### src/rtl/mips_ctrl_pkg.sv
// Shared types and encodings for the multicycle MIPS control unit.
package mips_ctrl_pkg;

    typedef enum logic [3:0] {
        S_FETCH,
        S_DECODE,
        S_MEMADR,
        S_MEMRD,
        S_MEMWB,
        S_MEMWR,
        S_RTYPEEX,
        S_RTYPEWB,
        S_BEQEX,
        S_ADDIEX,
        S_ADDIWB,
        S_JEX
    } state_t;

    localparam logic [5:0] OP_RTYPE = 6'b000000;
    localparam logic [5:0] OP_LW    = 6'b100011;
    localparam logic [5:0] OP_SW    = 6'b101011;
    localparam logic [5:0] OP_BEQ   = 6'b000100;
    localparam logic [5:0] OP_ADDI  = 6'b001000;
    localparam logic [5:0] OP_J     = 6'b000010;

    localparam logic [5:0] FN_ADD = 6'b100000;
    localparam logic [5:0] FN_SUB = 6'b100010;
    localparam logic [5:0] FN_AND = 6'b100100;
    localparam logic [5:0] FN_OR  = 6'b100101;
    localparam logic [5:0] FN_SLT = 6'b101010;

    localparam logic [2:0] ALU_AND = 3'b000;
    localparam logic [2:0] ALU_OR  = 3'b001;
    localparam logic [2:0] ALU_ADD = 3'b010;
    localparam logic [2:0] ALU_SUB = 3'b110;
    localparam logic [2:0] ALU_SLT = 3'b111;

    localparam logic [1:0] SRCB_REG     = 2'b00;
    localparam logic [1:0] SRCB_FOUR    = 2'b01;
    localparam logic [1:0] SRCB_IMM     = 2'b10;
    localparam logic [1:0] SRCB_IMM_SH2 = 2'b11;

    localparam logic [1:0] PCSRC_ALU    = 2'b00;
    localparam logic [1:0] PCSRC_ALUOUT = 2'b01;
    localparam logic [1:0] PCSRC_JUMP   = 2'b10;

    // ALUOP_NONE lets idle states drive alu_control to 000.
    typedef enum logic [1:0] {
        ALUOP_ADD   = 2'b00,
        ALUOP_SUB   = 2'b01,
        ALUOP_FUNCT = 2'b10,
        ALUOP_NONE  = 2'b11
    } alu_op_t;

endpackage

### src/rtl/multicycle_controller_alu_decoder.sv
// ALU operation decoder: fixed ADD/SUB or R-type funct decode with illegal-funct detect.
module alu_decoder
    import mips_ctrl_pkg::*;
(
    input  alu_op_t     alu_op,
    input  logic [5:0]  funct,
    output logic [2:0]  alu_control,
    output logic        funct_illegal
);

    always_comb begin
        alu_control   = ALU_AND;
        funct_illegal = 1'b0;
        case (alu_op)
            ALUOP_ADD:  alu_control = ALU_ADD;
            ALUOP_SUB:  alu_control = ALU_SUB;
            ALUOP_FUNCT: begin
                case (funct)
                    FN_ADD: alu_control = ALU_ADD;
                    FN_SUB: alu_control = ALU_SUB;
                    FN_AND: alu_control = ALU_AND;
                    FN_OR:  alu_control = ALU_OR;
                    FN_SLT: alu_control = ALU_SLT;
                    default: begin
                        alu_control   = ALU_ADD;
                        funct_illegal = 1'b1;
                    end
                endcase
            end
            default:    alu_control = ALU_AND;
        endcase
    end

endmodule

### src/rtl/multicycle_controller.sv
// Moore control FSM for the multicycle MIPS datapath, with sticky illegal-op flag
// and retired-instruction counter.
module multicycle_controller
    import mips_ctrl_pkg::*;
#(
    parameter int CNT_WIDTH = 32
) (
    input  logic                 clk,
    input  logic                 rst_n,
    input  logic [5:0]           op,
    input  logic [5:0]           funct,
    input  logic                 zero,
    output logic                 pc_en,
    output logic                 i_or_d,
    output logic                 mem_write,
    output logic                 ir_write,
    output logic                 reg_dst,
    output logic                 mem_to_reg,
    output logic                 reg_write,
    output logic                 alu_src_a,
    output logic [1:0]           alu_src_b,
    output logic [1:0]           pc_src,
    output logic [2:0]           alu_control,
    output logic                 illegal_op,
    output logic [CNT_WIDTH-1:0] instr_count
);

    state_t                 state_q, state_d;
    logic                   illegal_q, illegal_d;
    logic [CNT_WIDTH-1:0]   count_q, count_d;

    alu_op_t                alu_op;
    logic                   funct_illegal;
    logic                   pc_write;
    logic                   branch;
    logic                   ir_write_s;
    logic                   mem_write_s;
    logic                   reg_write_s;

    alu_decoder u_alu_dec (
        .alu_op        (alu_op),
        .funct         (funct),
        .alu_control   (alu_control),
        .funct_illegal (funct_illegal)
    );

    always_comb begin
        state_d   = state_q;
        illegal_d = illegal_q;
        count_d   = count_q;
        case (state_q)
            S_FETCH:   state_d = S_DECODE;
            S_DECODE: begin
                case (op)
                    OP_LW, OP_SW: state_d = S_MEMADR;
                    OP_RTYPE:     state_d = S_RTYPEEX;
                    OP_BEQ:       state_d = S_BEQEX;
                    OP_ADDI:      state_d = S_ADDIEX;
                    OP_J:         state_d = S_JEX;
                    default: begin
                        state_d   = S_FETCH;
                        illegal_d = 1'b1;
                    end
                endcase
            end
            S_MEMADR:  state_d = (op == OP_LW) ? S_MEMRD : S_MEMWR;
            S_MEMRD:   state_d = S_MEMWB;
            S_RTYPEEX: begin
                state_d = S_RTYPEWB;
                if (funct_illegal) illegal_d = 1'b1;
            end
            S_ADDIEX:  state_d = S_ADDIWB;
            S_MEMWB, S_MEMWR, S_RTYPEWB, S_BEQEX, S_ADDIWB, S_JEX: begin
                state_d = S_FETCH;
                count_d = count_q + CNT_WIDTH'(1);
            end
            default:   state_d = S_FETCH;
        endcase
    end

    always_ff @(posedge clk or negedge rst_n) begin
        if (!rst_n) begin
            state_q   <= S_FETCH;
            illegal_q <= 1'b0;
            count_q   <= '0;
        end else begin
            state_q   <= state_d;
            illegal_q <= illegal_d;
            count_q   <= count_d;
        end
    end

    always_comb begin
        pc_write    = 1'b0;
        branch      = 1'b0;
        i_or_d      = 1'b0;
        mem_write_s = 1'b0;
        ir_write_s  = 1'b0;
        reg_dst     = 1'b0;
        mem_to_reg  = 1'b0;
        reg_write_s = 1'b0;
        alu_src_a   = 1'b0;
        alu_src_b   = SRCB_REG;
        pc_src      = PCSRC_ALU;
        alu_op      = ALUOP_NONE;
        case (state_q)
            S_FETCH: begin
                ir_write_s = 1'b1;
                pc_write   = 1'b1;
                alu_src_b  = SRCB_FOUR;
                alu_op     = ALUOP_ADD;
            end
            S_DECODE: begin
                alu_src_b = SRCB_IMM_SH2;
                alu_op    = ALUOP_ADD;
            end
            S_MEMADR, S_ADDIEX: begin
                alu_src_a = 1'b1;
                alu_src_b = SRCB_IMM;
                alu_op    = ALUOP_ADD;
            end
            S_MEMRD:   i_or_d = 1'b1;
            S_MEMWB: begin
                reg_write_s = 1'b1;
                mem_to_reg  = 1'b1;
            end
            S_MEMWR: begin
                i_or_d      = 1'b1;
                mem_write_s = 1'b1;
            end
            S_RTYPEEX: begin
                alu_src_a = 1'b1;
                alu_op    = ALUOP_FUNCT;
            end
            S_RTYPEWB: begin
                reg_dst     = 1'b1;
                reg_write_s = 1'b1;
            end
            S_BEQEX: begin
                alu_src_a = 1'b1;
                alu_op    = ALUOP_SUB;
                pc_src    = PCSRC_ALUOUT;
                branch    = 1'b1;
            end
            S_ADDIWB:  reg_write_s = 1'b1;
            S_JEX: begin
                pc_src   = PCSRC_JUMP;
                pc_write = 1'b1;
            end
            default: ;
        endcase
    end

    // Reset parks the FSM in FETCH, so the write strobes must be masked by rst_n directly.
    assign ir_write    = ir_write_s & rst_n;
    assign mem_write   = mem_write_s & rst_n;
    assign reg_write   = reg_write_s & rst_n;
    assign pc_en       = (pc_write | (branch & zero)) & rst_n;
    assign illegal_op  = illegal_q;
    assign instr_count = count_q;

endmodule

### config.mk
export PLATFORM = sky130hd
export DESIGN_NAME = multicycle_controller
export DESIGN_NICKNAME = d
export VERILOG_FILES = /design/src/rtl/mips_ctrl_pkg.sv /design/src/rtl/multicycle_controller_alu_decoder.sv /design/src/rtl/multicycle_controller.sv
export SDC_FILE = /design/constraint.sdc
export NUM_CORES = 1
export LEC_CHECK = 0
export ABC_AREA = 1
export BUFFER_PORTS_ARGS = -buffer_cell sky130_fd_sc_hd__buf_4
export CAP_MARGIN = 30
export CORE_MARGIN = 2
export CORE_UTILIZATION = 58
export CTS_BUF_LIST = sky130_fd_sc_hd__clkbuf_2 sky130_fd_sc_hd__clkbuf_4 sky130_fd_sc_hd__clkbuf_8
export CTS_CLUSTER_DIAMETER = 30
export CTS_CLUSTER_SIZE = 20
export DETAILED_ROUTE_END_ITERATION = 6
export PLACE_DENSITY = 0.92
export REMOVE_ABC_BUFFERS = 1
export SLEW_MARGIN = 10
export SYNTH_ARGS = -nofsm -noshare
export SYNTH_HDL_FRONTEND = slang
export SYNTH_SLANG_ARGS = --single-unit
### constraint.sdc
create_clock -name clk -period 4.4 [get_ports clk]
set_input_delay 1.1 -clock clk [delete_from_list [all_inputs] [get_ports clk]]
set_output_delay 1.1 -clock clk [all_outputs]
set_load 0.02 [all_outputs]
==> results.ini <==
[synth]
netlist_area_um2=2405
yosysTopAreaCell=dfrtp_1
yosys.area.top_type_share=0.3850
syn_area_per_cell_um2=6.643
syn_inst=362
yosys_warnings=0
ys_seq_area_frac=0.3850
ys_types=27
ys_ff_latch=37
yosys-top-cells-area=dfrtp_1, nand2_1, nor2_1

[place]
place.gp.congestion=0.8458
dpl.hpwl_um=4329
port_buffers=62
post-place-ws_ns=1.273

[flow_run]
maxCapViolations=0

[sta]
fin_tns_setup_ns=0
setup_ws_ns=1.309
hold_ws_ns=0.4753
period_share=0.7025
rsz0062_at_grt=no
fin_crit_ns=3.091
slew_viol_final=0
hold_violations=0
setup_viol=0
max_slew_margin=0.6866
skew_ns=0.002780
tightest_slew_ns=0.4702
fmax_ghz=0.3235

[final_layout]
final_common_cell=nand2_1
fin_util=0.7510
nFillCells=312
layout_common_cells=nand2_1, nor2_1, buf_4, inv_1, dfrtp_1
drive_gt1_frac=0.1958
area.growth.synth_to_final_pct=24.92
n_antenna_cell=0
final_nets=445

[clocking]
cts_tree=yes
ctsHtreeMaxLevel=2
cts_buffers=5
hold_buffers=0
cts_root_buf=clkbuf_8
clockBufferDepth=2
clk_latency_ns=0.29
cts_setup_buffers=0
cts_resized=0
path_clk_slew_ns=0.07
cts_sinks=37

[global_route]
grtUsageMet2=0.4868
grt_use_met3=0.04605
grt_pass1_wl_um=9653
overflow=0
grt_pass1_vias=2288
grtUsageTotal=0.2698
grt-busiest-layer=met2
met1_usage=0.3185
antenna_found_initial=0
grt_max_degree=39

[pwr]
power_frac_comb=0.334
swShare=0.3669
power_density_nw_per_um2=320.6
p_int_mw=0.6097
vdd_drop_max_mv=0.2711
clkPwrFrac=0.252
switchingPower_mw=0.3533
p_leak_nw=1.521
p_seq_frac=0.414

[setup_path]
worst_r2r_startpoint=instr_count[0]
path_max_fanout=38
worstSetupPathType=in -> out
crit_start=rst_n
cp.required_ns=3.30
end_kind=primary output
start_kind=primary input
cp.arrival_ns=1.99

[routing]
viasPerCell=5.117
routed_wl_um=5622
drtIter0Drc=129
ant_nets=0
dr.pass1.iters=4
via_count=2451
wl_per_cell_um=11.74
drcViolationCount=0

[floorplanning]
die_w_um=68.39
floorplan.initialDensity=0.6012
fp.dieH_um=68.39
core_area_um2=4000
ios=63
fp-row-count=23
die-area_um2=4677

[run_status]
status=complete, no violations

[hold_path]
worstHoldStart=illegal_op
hp-class=reg -> reg

==> synthesized netlist by cell type <==
master     number
nand2_1       131
nor2_1         63
inv_1          39
dfrtp_1        37
nand3_1        23
xor2_1         12
nand4_1        10
a21oi_1         7
nand3b_1        6
nor2_2          6
xnor2_1         4
inv_2           3
nor3_1          3
o21ai_0         3
nand2_2         2
o211ai_1        2
a31oi_1         1
and3_1          1
buf_4           1
buf_6           1
ha_1            1
nand2_4         1
nand3_2         1
nor2_4          1
nor3_2          1
o2111ai_1       1
o21ai_1         1
==> worst max-delay path: stages <==
cell	delay, ns
buf_4	0.39
inv_1	0.16
a21oi_1	0.16
buf_4	0.16
==> layout make-up <==
cell class,instances,area (um2),area share
multi-input combinational,281,1303,0.4336
timing repair buffer,62,465.4,0.1549
tap,50,62.56,0.02082
sequential,37,925.9,0.3082
inverter,42,157.7,0.05248
clock buffer,7,90.09,0.02999
==> flip-flops by register name, summed over array words and instances (netlist names) <==
name	flops
illegal_op	1
instr_count	32
state_q	4
==> path summary, 6_finish.rpt <==
kind	slack, ns	end	cells past startpoint
max	1.31	pc_en	4
min	0.48	illegal_op	2
max reg2reg	2.64	instr_count[30]	8
min reg2reg	0.48	illegal_op	2
max in group asynchronous	3.30	instr_count[23]	1
min in group asynchronous	0.77	instr_count[4]	1
==> metal layers <==
metal | part of all wire | up-vias | routed length (um)
met5 | 0 | - | 0
met4 | 0.015 | 0 | 83
met3 | 0.040 | 8 | 226
met2 | 0.51 | 52 | 2881
met1 | 0.43 | 1131 | 2431
li1 | - | 1260 | -
==> kinds of logic (layout without fill, tap and decap cells) <==
logic type,count (synthesis),in the layout,share of synthesized area
AND/OR/NAND/NOR,249,249,0.4428
flip-flops,37,37,0.3850
AO/OA/AOI/OAI,15,15,0.03537
XOR/XNOR,16,16,0.05827
buffers and inverters,44,111,0.07336
adder cells (fa/ha/maj),1,1,0.005202
==> power by group through the flow <==
stage	sequential, mW	combinational, mW	clock [mW]
6_report	0.399	0.321	0.242
5_1_grt	0.405	0.357	0.261
3_3_place_gp	0.404	0.312	0
4_1_cts	0.398	0.322	0.246
3_5_place_dp	0.404	0.319	0
2_1_floorplan	0.417	0.180	0
==> per-stage QoR <==
step | std cells | instance area [um2] | power (mW)
6_report | 479 | 3004 | 0.9630
4_1_cts | 479 | 3004 | 0.9664
2_1_floorplan | 360 | 2386 | 0.5968
3_3_place_gp | 472 | 2914 | 0.7167
3_5_place_dp | 472 | 2914 | 0.7232
5_1_grt | 479 | 3004 | 1.023
(Power assumes the default switching activity.)
